`src/rtl/hazard_scoreboard_pkg.sv`:
```
// Shared types and helpers for the hazard/forwarding scoreboard.
// Scoreboard entries carry register indices at the RV32I width of 5 bits.
package hazard_scoreboard_pkg;

    localparam int SB_RD_W = 5;
    localparam int FWD_W   = 3;

    typedef logic [FWD_W-1:0] fwd_sel_t;

    localparam fwd_sel_t FWD_REGFILE = 3'd0;

    typedef struct packed {
        logic               valid;
        logic [SB_RD_W-1:0] rd;
        logic               reg_wr;
        logic               is_load;
    } sb_entry_t;

    // Register x0 is hardwired to zero, so it never produces a forwarding hit.
    function automatic logic sb_hit(input sb_entry_t e, input logic [SB_RD_W-1:0] src);
        return e.valid && e.reg_wr && (e.rd == src) && (src != 5'd0);
    endfunction

endpackage

```
`src/rtl/hazard_scoreboard_sat_counter.sv`:
```
// Saturating up-counter with synchronous clear, used for performance statistics.
module hazard_scoreboard_sat_counter #(
    parameter int CNT_W = 32
) (
    input  logic             clk,
    input  logic             reset,
    input  logic             inc,
    output logic [CNT_W-1:0] count
);

    localparam logic [CNT_W-1:0] CNT_MAX = '1;
    localparam logic [CNT_W-1:0] CNT_ONE = {{(CNT_W-1){1'b0}}, 1'b1};

    logic [CNT_W-1:0] count_r;

    // Count register: clears on reset, holds at all-ones once reached.
    always_ff @(posedge clk) begin
        if (reset) begin
            count_r <= '0;
        end else if (inc && (count_r != CNT_MAX)) begin
            count_r <= count_r + CNT_ONE;
        end
    end

    assign count = count_r;

endmodule

```
`src/rtl/hazard_scoreboard.sv`:
```
// Hazard and forwarding controller: tracks in-flight destinations in a shift-register
// scoreboard and produces forwarding selects, load-use stalls and redirect flushes.
module hazard_scoreboard
    import hazard_scoreboard_pkg::*;
#(
    parameter int REG_ADDR_W       = 5,
    parameter int DEPTH            = 2,
    parameter int LOAD_READY_STAGE = 2,
    parameter int FLUSH_CYCLES     = 1,
    parameter int CNT_W            = 32
) (
    input  logic                  clk,
    input  logic                  reset,
    input  logic                  id_valid,
    input  logic [REG_ADDR_W-1:0] id_rs1,
    input  logic [REG_ADDR_W-1:0] id_rs2,
    input  logic                  id_uses_rs1,
    input  logic                  id_uses_rs2,
    input  logic [REG_ADDR_W-1:0] id_rd,
    input  logic                  id_reg_wr,
    input  logic                  id_is_load,
    input  logic                  redirect,
    output logic                  pc_en,
    output logic                  ifid_en,
    output logic                  ifid_flush,
    output logic                  stall,
    output fwd_sel_t              fwd_sel_rs1,
    output fwd_sel_t              fwd_sel_rs2,
    output logic [CNT_W-1:0]      cycle_cnt,
    output logic [CNT_W-1:0]      stall_cnt,
    output logic [CNT_W-1:0]      flush_cnt,
    output logic [CNT_W-1:0]      retire_cnt
);

    localparam logic [1:0] FLUSH_RELOAD = 2'(FLUSH_CYCLES - 1);

    sb_entry_t          sb_r [DEPTH];
    logic [1:0]         flush_left_r;
    logic [SB_RD_W-1:0] rs1_s, rs2_s;
    fwd_sel_t           sel1_s, sel2_s;
    logic               lu1_s, lu2_s;
    logic               flush_s, stall_s, load_s;
    sb_entry_t          new_entry_s;

    assign rs1_s = SB_RD_W'(id_rs1);
    assign rs2_s = SB_RD_W'(id_rs2);

    // Youngest-match search: scan oldest to youngest so the lowest stage overwrites.
    always_comb begin
        sel1_s = FWD_REGFILE;
        sel2_s = FWD_REGFILE;
        lu1_s  = 1'b0;
        lu2_s  = 1'b0;
        for (int k = DEPTH - 1; k >= 0; k--) begin
            sel1_s = (id_uses_rs1 && sb_hit(sb_r[k], rs1_s)) ? fwd_sel_t'(k + 1) : sel1_s;
            lu1_s  = (id_uses_rs1 && sb_hit(sb_r[k], rs1_s)) ?
                     (sb_r[k].is_load && ((k + 1) < LOAD_READY_STAGE)) : lu1_s;
            sel2_s = (id_uses_rs2 && sb_hit(sb_r[k], rs2_s)) ? fwd_sel_t'(k + 1) : sel2_s;
            lu2_s  = (id_uses_rs2 && sb_hit(sb_r[k], rs2_s)) ?
                     (sb_r[k].is_load && ((k + 1) < LOAD_READY_STAGE)) : lu2_s;
        end
    end

    // A flush discards the decode instruction anyway, so it overrides any load-use stall.
    assign flush_s = redirect || (flush_left_r != 2'd0);
    assign stall_s = id_valid && !flush_s && (lu1_s || lu2_s);
    assign load_s  = id_valid && !stall_s && !flush_s;

    assign new_entry_s = '{valid: 1'b1, rd: SB_RD_W'(id_rd), reg_wr: id_reg_wr, is_load: id_is_load};

    assign ifid_flush  = !reset && flush_s;
    assign stall       = !reset && stall_s;
    assign pc_en       = !stall;
    assign ifid_en     = !stall;
    assign fwd_sel_rs1 = (reset || !id_valid) ? FWD_REGFILE : sel1_s;
    assign fwd_sel_rs2 = (reset || !id_valid) ? FWD_REGFILE : sel2_s;

    // Scoreboard shift and redirect flush down-counter.
    always_ff @(posedge clk) begin
        if (reset) begin
            for (int k = 0; k < DEPTH; k++) begin
                sb_r[k] <= '0;
            end
            flush_left_r <= 2'd0;
        end else begin
            sb_r[0] <= load_s ? new_entry_s : '0;
            for (int k = 1; k < DEPTH; k++) begin
                sb_r[k] <= sb_r[k-1];
            end
            flush_left_r <= redirect ? FLUSH_RELOAD :
                            ((flush_left_r != 2'd0) ? (flush_left_r - 2'd1) : 2'd0);
        end
    end

    hazard_scoreboard_sat_counter #(.CNT_W(CNT_W)) u_cycle_cnt (
        .clk(clk), .reset(reset), .inc(1'b1), .count(cycle_cnt)
    );

    hazard_scoreboard_sat_counter #(.CNT_W(CNT_W)) u_stall_cnt (
        .clk(clk), .reset(reset), .inc(stall_s), .count(stall_cnt)
    );

    hazard_scoreboard_sat_counter #(.CNT_W(CNT_W)) u_flush_cnt (
        .clk(clk), .reset(reset), .inc(redirect), .count(flush_cnt)
    );

    hazard_scoreboard_sat_counter #(.CNT_W(CNT_W)) u_retire_cnt (
        .clk(clk), .reset(reset), .inc(sb_r[DEPTH-1].valid), .count(retire_cnt)
    );

endmodule

```
`config.mk`:
```
export PLATFORM = sky130hd
export DESIGN_NAME = hazard_scoreboard
export DESIGN_NICKNAME = d
export VERILOG_FILES = /design/src/rtl/hazard_scoreboard_pkg.sv /design/src/rtl/hazard_scoreboard_sat_counter.sv /design/src/rtl/hazard_scoreboard.sv
export SDC_FILE = /design/constraint.sdc
export NUM_CORES = 1
export LEC_CHECK = 0
export BUFFER_PORTS_ARGS = -buffer_cell sky130_fd_sc_hd__buf_4
export CORE_AREA = 4 4 134 111
export CTS_BUF_LIST = sky130_fd_sc_hd__clkbuf_4
export CTS_CLUSTER_SIZE = 14
export DETAILED_ROUTE_END_ITERATION = 10
export DIE_AREA = 0 0 138 115
export PLACE_DENSITY = 0.93
export SLEW_MARGIN = 20
export SYNTH_ARGS = -nofsm -noshare
export SYNTH_HDL_FRONTEND = slang
export SYNTH_HIERARCHICAL = 1
export SYNTH_SLANG_ARGS = --single-unit
```
`constraint.sdc`:
```
create_clock -name clk -period 4.6 [get_ports clk]
set_input_delay 0.92 -clock clk [delete_from_list [all_inputs] [get_ports clk]]
set_output_delay 0.92 -clock clk [all_outputs]
set_load 0.05 [all_outputs]
```
# Yosys cells after proc, flatten, opt, wreduce, memory -nomap -nowiden
# Memories as Yosys holds them, arrays and structs flattened.
# Index checks and enable logic that the tools add are counted.
# classes
n_eq_ne,8
bitwise_logic,3
addsub,5
reduce_logical,35
n_mux,14
# op_table
operator,count
$add A32 B1 Y32 const B,4
$ne A32 B32 Y1 const B,4
$mux W8,3
$logic_and A1 B1 Y1,23
$eq A5 B5 Y1,4
$mux W2,6
$reduce_bool A5 Y1,2
$logic_not A1 Y1,5
$mux W1,5
$logic_or A1 B1 Y1,3
$reduce_or A3 Y1,1
$or A1 B1 Y1,2
$reduce_bool A2 Y1,1
$sub A2 B1 Y2 const B,1
$not A1 Y1,1
# totals
wordCells,71
ramBits,16
output_inout_bits,138
input_bits,23
ff_bits,130
mem_count,1
# memory_table
name,depth,word_bits,read_ports,rd_clocked_by_memory_dff,write_ports,line_no,text
sb_r,2,8,2,0,2,hazard_scoreboard.sv:37,sb_entry_t sb_r [DEPTH];

# Logic depth before layout (Yosys ltp)
# Gate-level depths: netlist (run 1).
# An unclocked memory read counts as a cell.
# depth
depth_word,13
ltp_mapped,11
mapped_depth_nobuf,10

# Modules after synthesis
# The synthesis (run 1) kept the hierarchy.
# modules_own_cells
module,cells_each,n_inst,area_per_inst_um2,seq_area_each_um2
hazard_scoreboard_sat_counter,199,4,1674.1,640.6
hazard_scoreboard,99,1,864.6,340.3

# Worst setup path before layout (run 1)
# Ideal clock, no wire load.
# synth_path
path_kind,input -> output
startpoint,in id_valid
endpoint,out fwd_sel_rs1[1]
arrival_time_ps,3225
path_stages,4
slack_ps,455
t_required_ps,3680
path_cell_list,nor2b_1 > nand3_1 > or4_1 > nor4_1
# synth_between
elab_chain_len,3
# synth_lines
element,line_no,text
"start, declared",hazard_scoreboard.sv:14,"input logic id_valid,"
$logic_not A1 Y1,hazard_scoreboard.sv:75,assign fwd_sel_rs1 = (reset || !id_valid) ? FWD_REGFILE : sel1_s;
$logic_or A1 B1 Y1,hazard_scoreboard.sv:75,
$mux W2,hazard_scoreboard.sv:75,
"end, declared",hazard_scoreboard.sv:27,"output fwd_sel_t fwd_sel_rs1,"
# Every way passes these cells.

# Final worst setup path (run 1)
# layout_path
startpoint,in id_rs2[2]
endpoint,out fwd_sel_rs2[1]
# layout_between
elab_chain_len,7
# layout_lines
element,line_no,text
"start, declared",hazard_scoreboard.sv:16,"input logic [REG_ADDR_W-1:0] id_rs2,"
$eq A5 B5 Y1,n/a,
$logic_and A1 B1 Y1 (3 in a row),n/a,
$mux W2,hazard_scoreboard.sv:58,"sel2_s = (id_uses_rs2 && sb_hit(sb_r[k], rs2_s)) ? fwd_sel_t'(k + 1) : sel2_s;"
$mux W2 (*),hazard_scoreboard.sv:58,
$mux W2 (*),hazard_scoreboard.sv:76,assign fwd_sel_rs2 = (reset || !id_valid) ? FWD_REGFILE : sel2_s;
"end, declared",hazard_scoreboard.sv:28,"output fwd_sel_t fwd_sel_rs2,"
# Mark *: on every way between the ends. The rest lies on a longest branch, timed or not.

==> out/results.ini, run 1 <==
[timing]
hold-worst-slack_ps = 437
timing.fmax_mhz = 277
slew_headroom = 0.368
fin_tns_setup_ps = 0
final-max-slew-violation-count = 0
finalCriticalPeriod_ps = 3610
finalSetupViolCount = 0
period_share = 0.784
hold_violations = 0
unrepaired_setup_endpoints_after_global_routing = false
setup_skew_after_layout_ps = 22.6
timing_worst_slew_pin_value_ps = 940

[critical_path]
worst-path-buf-inv = 3
startpoint_type = primary input
critical-path-top-delay-family = simple AND/OR/NAND/NOR gates
required_time_of_the_critical_path_ps = 3680
timing.critical_path.mode_cell = sky130_fd_sc_hd__buf_4
critical_path_arrival_ps = 2690
timing.critical_path.fanout_max = 3
cell_by_cell_listing_of_the_critical_path = buf_4 > or4_4 > o21ai_2 > nor3_1 > buf_4 > nor4_1 > buf_4
critical-path-slowest-cell = sky130_fd_sc_hd__or4_4
timing.setup.critical_path_class = primary input to primary output
critical_path.max_stage_delay_ps = 520
path_depth = 7
worst_setup_path_end_kind = primary output
reg2reg_depth = 10

[logic_synthesis]
instance_count_of_the_mapped_netlist = 895
synth.yosys.seq_area_share = 0.384
synthDominantAreaCellType = sky130_fd_sc_hd__dfxtp_1
postSynthAreaPerCell_um2 = 8.45
postSynthRegisterBits = 145
ys.flop_type = sky130_fd_sc_hd__dfxtp_1
synth_area_um2 = 7560
top_cells_by_area_synth = sky130_fd_sc_hd__dfxtp_1, sky130_fd_sc_hd__a21oi_1, sky130_fd_sc_hd__or4_1, sky130_fd_sc_hd__o31ai_1, sky130_fd_sc_hd__xnor2_1
netlist-cell-type-count = 48
synth_enable_flop_cells = 0
yosysWarnings = 6
synth_async_sr_flop_share = 0
netlist.area_leader.share = 0.384

[floorplanning]
die_height_um = 115
core.rowCount = 38
pin_count = 161
initial_utilization = 0.564
placeable_core_area_um2 = 13400
die-width_um = 138
overall_die_area_um2 = 15900

[finish]
final_nets = 1063
final_core_utilization = 0.680
multiInputGateArea_um2 = 4440
area.growth.synth_to_final_pct = 20.5
antenna_cells_inserted = 0
ff_latch_area_um2 = 2900
fillerInstances = 1114
drive_gt1_frac = 0.223

[placed_design]
place.detailed.hpwl_um = 14900
gp_congestion = 0.848
placement.io_buffers = 158

[routing]
routed_vias = 7662
route.antenna.remaining_nets = 0
drtPass1Iterations = 5
drt-vias-per-instance = 6.25
route.detailed.drc = 0
wirelength_um = 20600
routed_length_per_instance_um = 16.8
drt_iter0_markers = 754

[power]
power_frac_comb = 0.050
swShare = 0.247
power.density_cell_area_nw_per_um2 = 235
clkPwrFrac = 0.357
ir_worst_vdd_uv = 216
p_leak_nw = 3.11
seq_power_share = 0.593
switchingPower_w = 0.000531
power_report.internal_total_w = 0.00161

[clock_network]
cts_root_buf = sky130_fd_sc_hd__clkbuf_4
cts.sink_count = 145
cts_tree = built
tritoncts.num_buffers = 17
cts_hold_buffers = 0
ctsHtreeMaxLevel = 4
worst_skew_pair.late_latency_ps = 570
postCtsResizedCells = 0
cts_post_setup_buffers_inserted = 0
max-clock-path-buffers = 2
worst_setup_hold_path_clk_slew_ps = 110

[grt]
first_global_vias = 6809
total_global_route_track_usage = 0.253
grt_max_degree = 86
globalRouteOverflowTotal = 0
number_of_antenna_violations_at_the_first_check_in_global_routing = 0
wire_length_of_the_first_global_routing_pass_um = 33900

[outcome]
status = complete, no violations

[flow_run]
drv_cap = 0

[worst_hold_path]
timing.hold.worst.class = flip-flop to flip-flop
timing.hold.worst_path_depth = 1

-- Yosys cell counts, types with 10 or more instances --
cell,number
sky130_fd_sc_hd__a21oi_1,88
sky130_fd_sc_hd__and3_1,13
sky130_fd_sc_hd__and4_1,16
sky130_fd_sc_hd__buf_2,12
sky130_fd_sc_hd__clkbuf_1,33
sky130_fd_sc_hd__dfxtp_1,145
sky130_fd_sc_hd__inv_1,10
sky130_fd_sc_hd__nand2_1,50
sky130_fd_sc_hd__nand3_1,55
sky130_fd_sc_hd__nand4_1,42
sky130_fd_sc_hd__nor2_1,64
sky130_fd_sc_hd__nor2b_1,17
sky130_fd_sc_hd__nor3_1,10
sky130_fd_sc_hd__nor4_1,20
sky130_fd_sc_hd__o21ai_0,32
sky130_fd_sc_hd__o31ai_1,48
sky130_fd_sc_hd__or3_1,40
sky130_fd_sc_hd__or4_1,51
sky130_fd_sc_hd__xnor2_1,38
sky130_fd_sc_hd__xor2_1,10
-- placed cells by master, fill, tap and decap left out, drive strengths merged, types with 17 or more instances in the layout --
master / n
nor2b: 17
nor4: 24
nor2: 64
o21ai: 34
a21oi: 88
dfxtp: 145
or4: 52
nand2: 50
xnor2: 38
clkbuf: 18
buf: 167
and3: 17
or3: 44
nand4: 42
nand3: 59
o31ai: 48
-- routing by layer --
| metal | up-vias | wire, um | GRT usage |
|---|---|---|---|
| met2 | 298 | 9570 | 0.400 |
| met1 | 3636 | 9020 | 0.337 |
| li1 | 3697 | - | - |
| met5 | - | 0 | 0 |
| met3 | 31 | 1710 | 0.0711 |
| met4 | 0 | 336 | 0.0869 |
-- stage by stage --
step	setup slack [ps]	instances	power (W)	cell area [um^2]
floorplan	455	899	0.00137	7580
global placement	719	1196	0.00140	8860
detailed placement	576	1196	0.00141	8860
CTS	867	1226	0.00216	9110
global route	861	1226	0.00223	9110
finish	992	1226	0.00215	9110
-- flip-flops by register name, indices dropped and copies added, names as in the netlist --
| signal | flops |
|---|---|
| u_cycle_cnt/count | 32 |
| u_flush_cnt/count | 32 |
| u_retire_cnt/count | 32 |
| u_stall_cnt/count | 32 |
| sb_r | 15 |
| flush_left_r | 2 |
-- power by group through the flow --
stage,sequential (W),clock (W),combinational [W]
after floorplan,0.00131,0,0.0000542
after global placement,0.00130,0,0.000105
after detailed placement,0.00130,0,0.000107
after CTS,0.00127,0.000785,0.000107
after global routing,0.00127,0.000840,0.000116
final,0.00127,0.000767,0.000106
-- worst paths after layout --
check                        startpoint                                 end  slack (ps)
max                           id_rs2[2]                      fwd_sel_rs2[1]         990
min          flush_left_r[0]$_SDFF_PP0_          flush_left_r[0]$_SDFF_PP0_         440
max reg2reg       sb_r[0][2]$_SDFF_PP0_  u_stall_cnt/count[31]$_SDFFE_PP0P_        1140
min reg2reg  flush_left_r[0]$_SDFF_PP0_          flush_left_r[0]$_SDFF_PP0_         440
-- logic make-up (layout without fill, tap and decap cells) --
group / after synthesis / in the layout / share of synthesized area
adders and majority gates: 5 / 5 / 0.00827
buffers and inverters: 60 / 207 / 0.0343
DFF: 145 / 145 / 0.384
xor gates and xnor gates: 48 / 48 / 0.0556
and+or+nand+nor: 424 / 424 / 0.330
muxes: 12 / 12 / 0.0172
AOI/OAI and AO/OA: 199 / 199 / 0.170
other: 2 / 6 / 0.000993
-- area by class of cell --
type,count,area share
Multi-Input combinational cell,694,0.487
Sequential cell,145,0.319
Timing Repair Buffer,167,0.138
Tap cell,180,0.0247
Clock buffer,18,0.0148
Clock inverter,12,0.0132
Inverter,10,0.00412
Note: power is estimated with default switching activity, not from simulation.
==> inputs of run 2 (changes only) <==
clock period = 3.5 ns   (was 4.6 ns; I/O delays follow)
==> run 2 against run 1 <==
Sequential share of layout area decreased by 0.38 points. Critical path depth decreased by 3. Highest routed layer unchanged. Non-clock buffer count increased by 9. Combinational power increased by 34%. Register-to-register slack got worse by 650 ps. Clock skew increased by 1.7 ps. Wire length decreased by 0.97%. Clock-buffer cell count increased by 1. Largest cell class unchanged. Clock power increased by 42%.
==> out/results.ini, run 2 (synthesis gave the netlist of run 1 again) <==
[placed_design]
gp_congestion = 0.862
place.detailed.hpwl_um = 14600
postPlaceCellArea_um2 = 8940
placement.io_buffers = 158

[timing]
finalSetupViolCount = 0
setup_skew_after_layout_ps = 24.4
period_share = 0.865
hold-worst-slack_ps = 377
timing.fmax_mhz = 330
finalCriticalPeriod_ps = 3030
slew_headroom = 0.410
unrepaired_setup_endpoints_after_global_routing = false
final-max-slew-violation-count = 0
hold_violations = 0
timing_worst_slew_pin_value_ps = 885
fin_tns_setup_ps = 0

[floorplanning]
initial_utilization = 0.564
overall_die_area_um2 = 15900
die_height_um = 115
die-width_um = 138
core.rowCount = 38
pin_count = 161
placeable_core_area_um2 = 13400

[grt]
wire_length_of_the_first_global_routing_pass_um = 33800
globalRouteOverflowTotal = 0
first_global_vias = 6877
total_global_route_track_usage = 0.252
grt_max_degree = 84
number_of_antenna_violations_at_the_first_check_in_global_routing = 0

[critical_path]
critical-path-slowest-cell = sky130_fd_sc_hd__or4_1
required_time_of_the_critical_path_ps = 2800
startpoint_type = flip-flop
timing.setup.critical_path_class = flip-flop to primary output
critical_path.max_stage_delay_ps = 540
worst-path-buf-inv = 1
worst_setup_path_end_kind = primary output
critical-path-top-delay-family = simple AND/OR/NAND/NOR gates
cell_by_cell_listing_of_the_critical_path = nand3_1 > or4_1 > nor4_2 > buf_4
timing.critical_path.fanout_max = 5
critical_path_arrival_ps = 2330

[clock_network]
cts_post_setup_buffers_inserted = 0
worst_setup_hold_path_clk_slew_ps = 120
cts.sink_count = 145
cts_hold_buffers = 0
ctsHtreeMaxLevel = 4
tritoncts.num_buffers = 17
max-clock-path-buffers = 2
cts_root_buf = sky130_fd_sc_hd__clkbuf_4
postCtsResizedCells = 0
worst_skew_pair.late_latency_ps = 550
cts_tree = built

[worst_hold_path]
timing.hold.worst.class = primary input to flip-flop

[finish]
area.growth.synth_to_final_pct = 22.0
antenna_cells_inserted = 0
drive_gt1_frac = 0.232
layout_common_cells = sky130_fd_sc_hd__buf_4, sky130_fd_sc_hd__dfxtp_1, sky130_fd_sc_hd__a21oi_1
mostFrequentLayoutCell = sky130_fd_sc_hd__buf_4
fillerInstances = 1083
final_nets = 1072
finish.instance_area_um2 = 9220

[power]
p_leak_nw = 3.17
swShare = 0.241
ir_worst_vdd_uv = 246
power_report.internal_total_w = 0.00221
switchingPower_w = 0.000700
clkPwrFrac = 0.376
seq_power_share = 0.575
power.density_cell_area_nw_per_um2 = 315
power_frac_comb = 0.049

[routing]
wirelength_um = 20400
route.detailed.drc = 0
routed_length_per_instance_um = 16.5
drt-vias-per-instance = 6.23
routed_vias = 7701
route.antenna.remaining_nets = 0
drt_iter0_markers = 638
drtPass1Iterations = 7

[outcome]
status = complete, no violations

[flow_run]
drv_cap = 0

run 2: cell types whose count changed in the layout (fill, tap and decap cells not counted), sizes merged:
cell / delta
clkbuf: +1
bufinv: +1
clkinvlp: -1
buf: +9
run 2: cell type report:
| class | instances | area, um^2 | share of cell area |
|---|---|---|---|
| multi-input combinational | 694 | 4450 | 0.483 |
| sequential | 145 | 2900 | 0.315 |
| timing repair buffer | 176 | 1320 | 0.143 |
| tap | 180 | 225 | 0.0244 |
| clock buffer | 19 | 143 | 0.0155 |
| clock inverter | 12 | 143 | 0.0155 |
| inverter | 10 | 37.5 | 0.00407 |
run 2: layer usage:
metal / track usage / wire [um]
met2: 0.395 / 9180
met4: 0.0790 / 328
met1: 0.339 / 8980
met3: 0.0757 / 1940
met5: 0 / 0
run 2: power groups by stage:
stage	clock network (W)	registers, W	logic, W
3_3_place_gp	0	0.00171	0.000138
3_5_place_dp	0	0.00171	0.000141
2_1_floorplan	0	0.00172	0.0000718
5_1_grt	0.00119	0.00167	0.000153
6_report	0.00109	0.00167	0.000142
4_1_cts	0.00112	0.00167	0.000141
run 2: final timing paths:
check	startpoint	to	slack (ps)	depth (start not counted)
min reg2reg	flush_left_r[0]$_SDFF_PP0_	flush_left_r[0]$_SDFF_PP0_	430	1
max reg2reg	sb_r[0][2]$_SDFF_PP0_	u_stall_cnt/count[31]$_SDFFE_PP0P_	490	11
min	id_rd[0]	sb_r[0][2]$_SDFF_PP0_	380	3
max	sb_r[0][15]$_SDFF_PP0_	fwd_sel_rs1[1]	470	4
run 2: stage by stage:
| step | cells | utilization | worst slack, ps | power, W |
|---|---|---|---|---|
| global placement | 1205 | 0.667 | 243 | 0.00185 |
| CTS | 1236 | 0.688 | 419 | 0.00293 |
| floorplan | 899 | - | 145 | 0.00180 |
| detailed placement | 1205 | 0.667 | 61.6 | 0.00185 |
| global route | 1236 | 0.688 | 257 | 0.00301 |
| finish | 1236 | 0.688 | 472 | 0.00291 |
run 2: worst reg2reg max path, delay by kind of cell, from the launching register on:
kind	cells	cell delay, ps
simple gates	7	1570
flops	1	450
buf+inv	1	200
compound gates	1	180
xor+xnor	1	160
mux	1	370
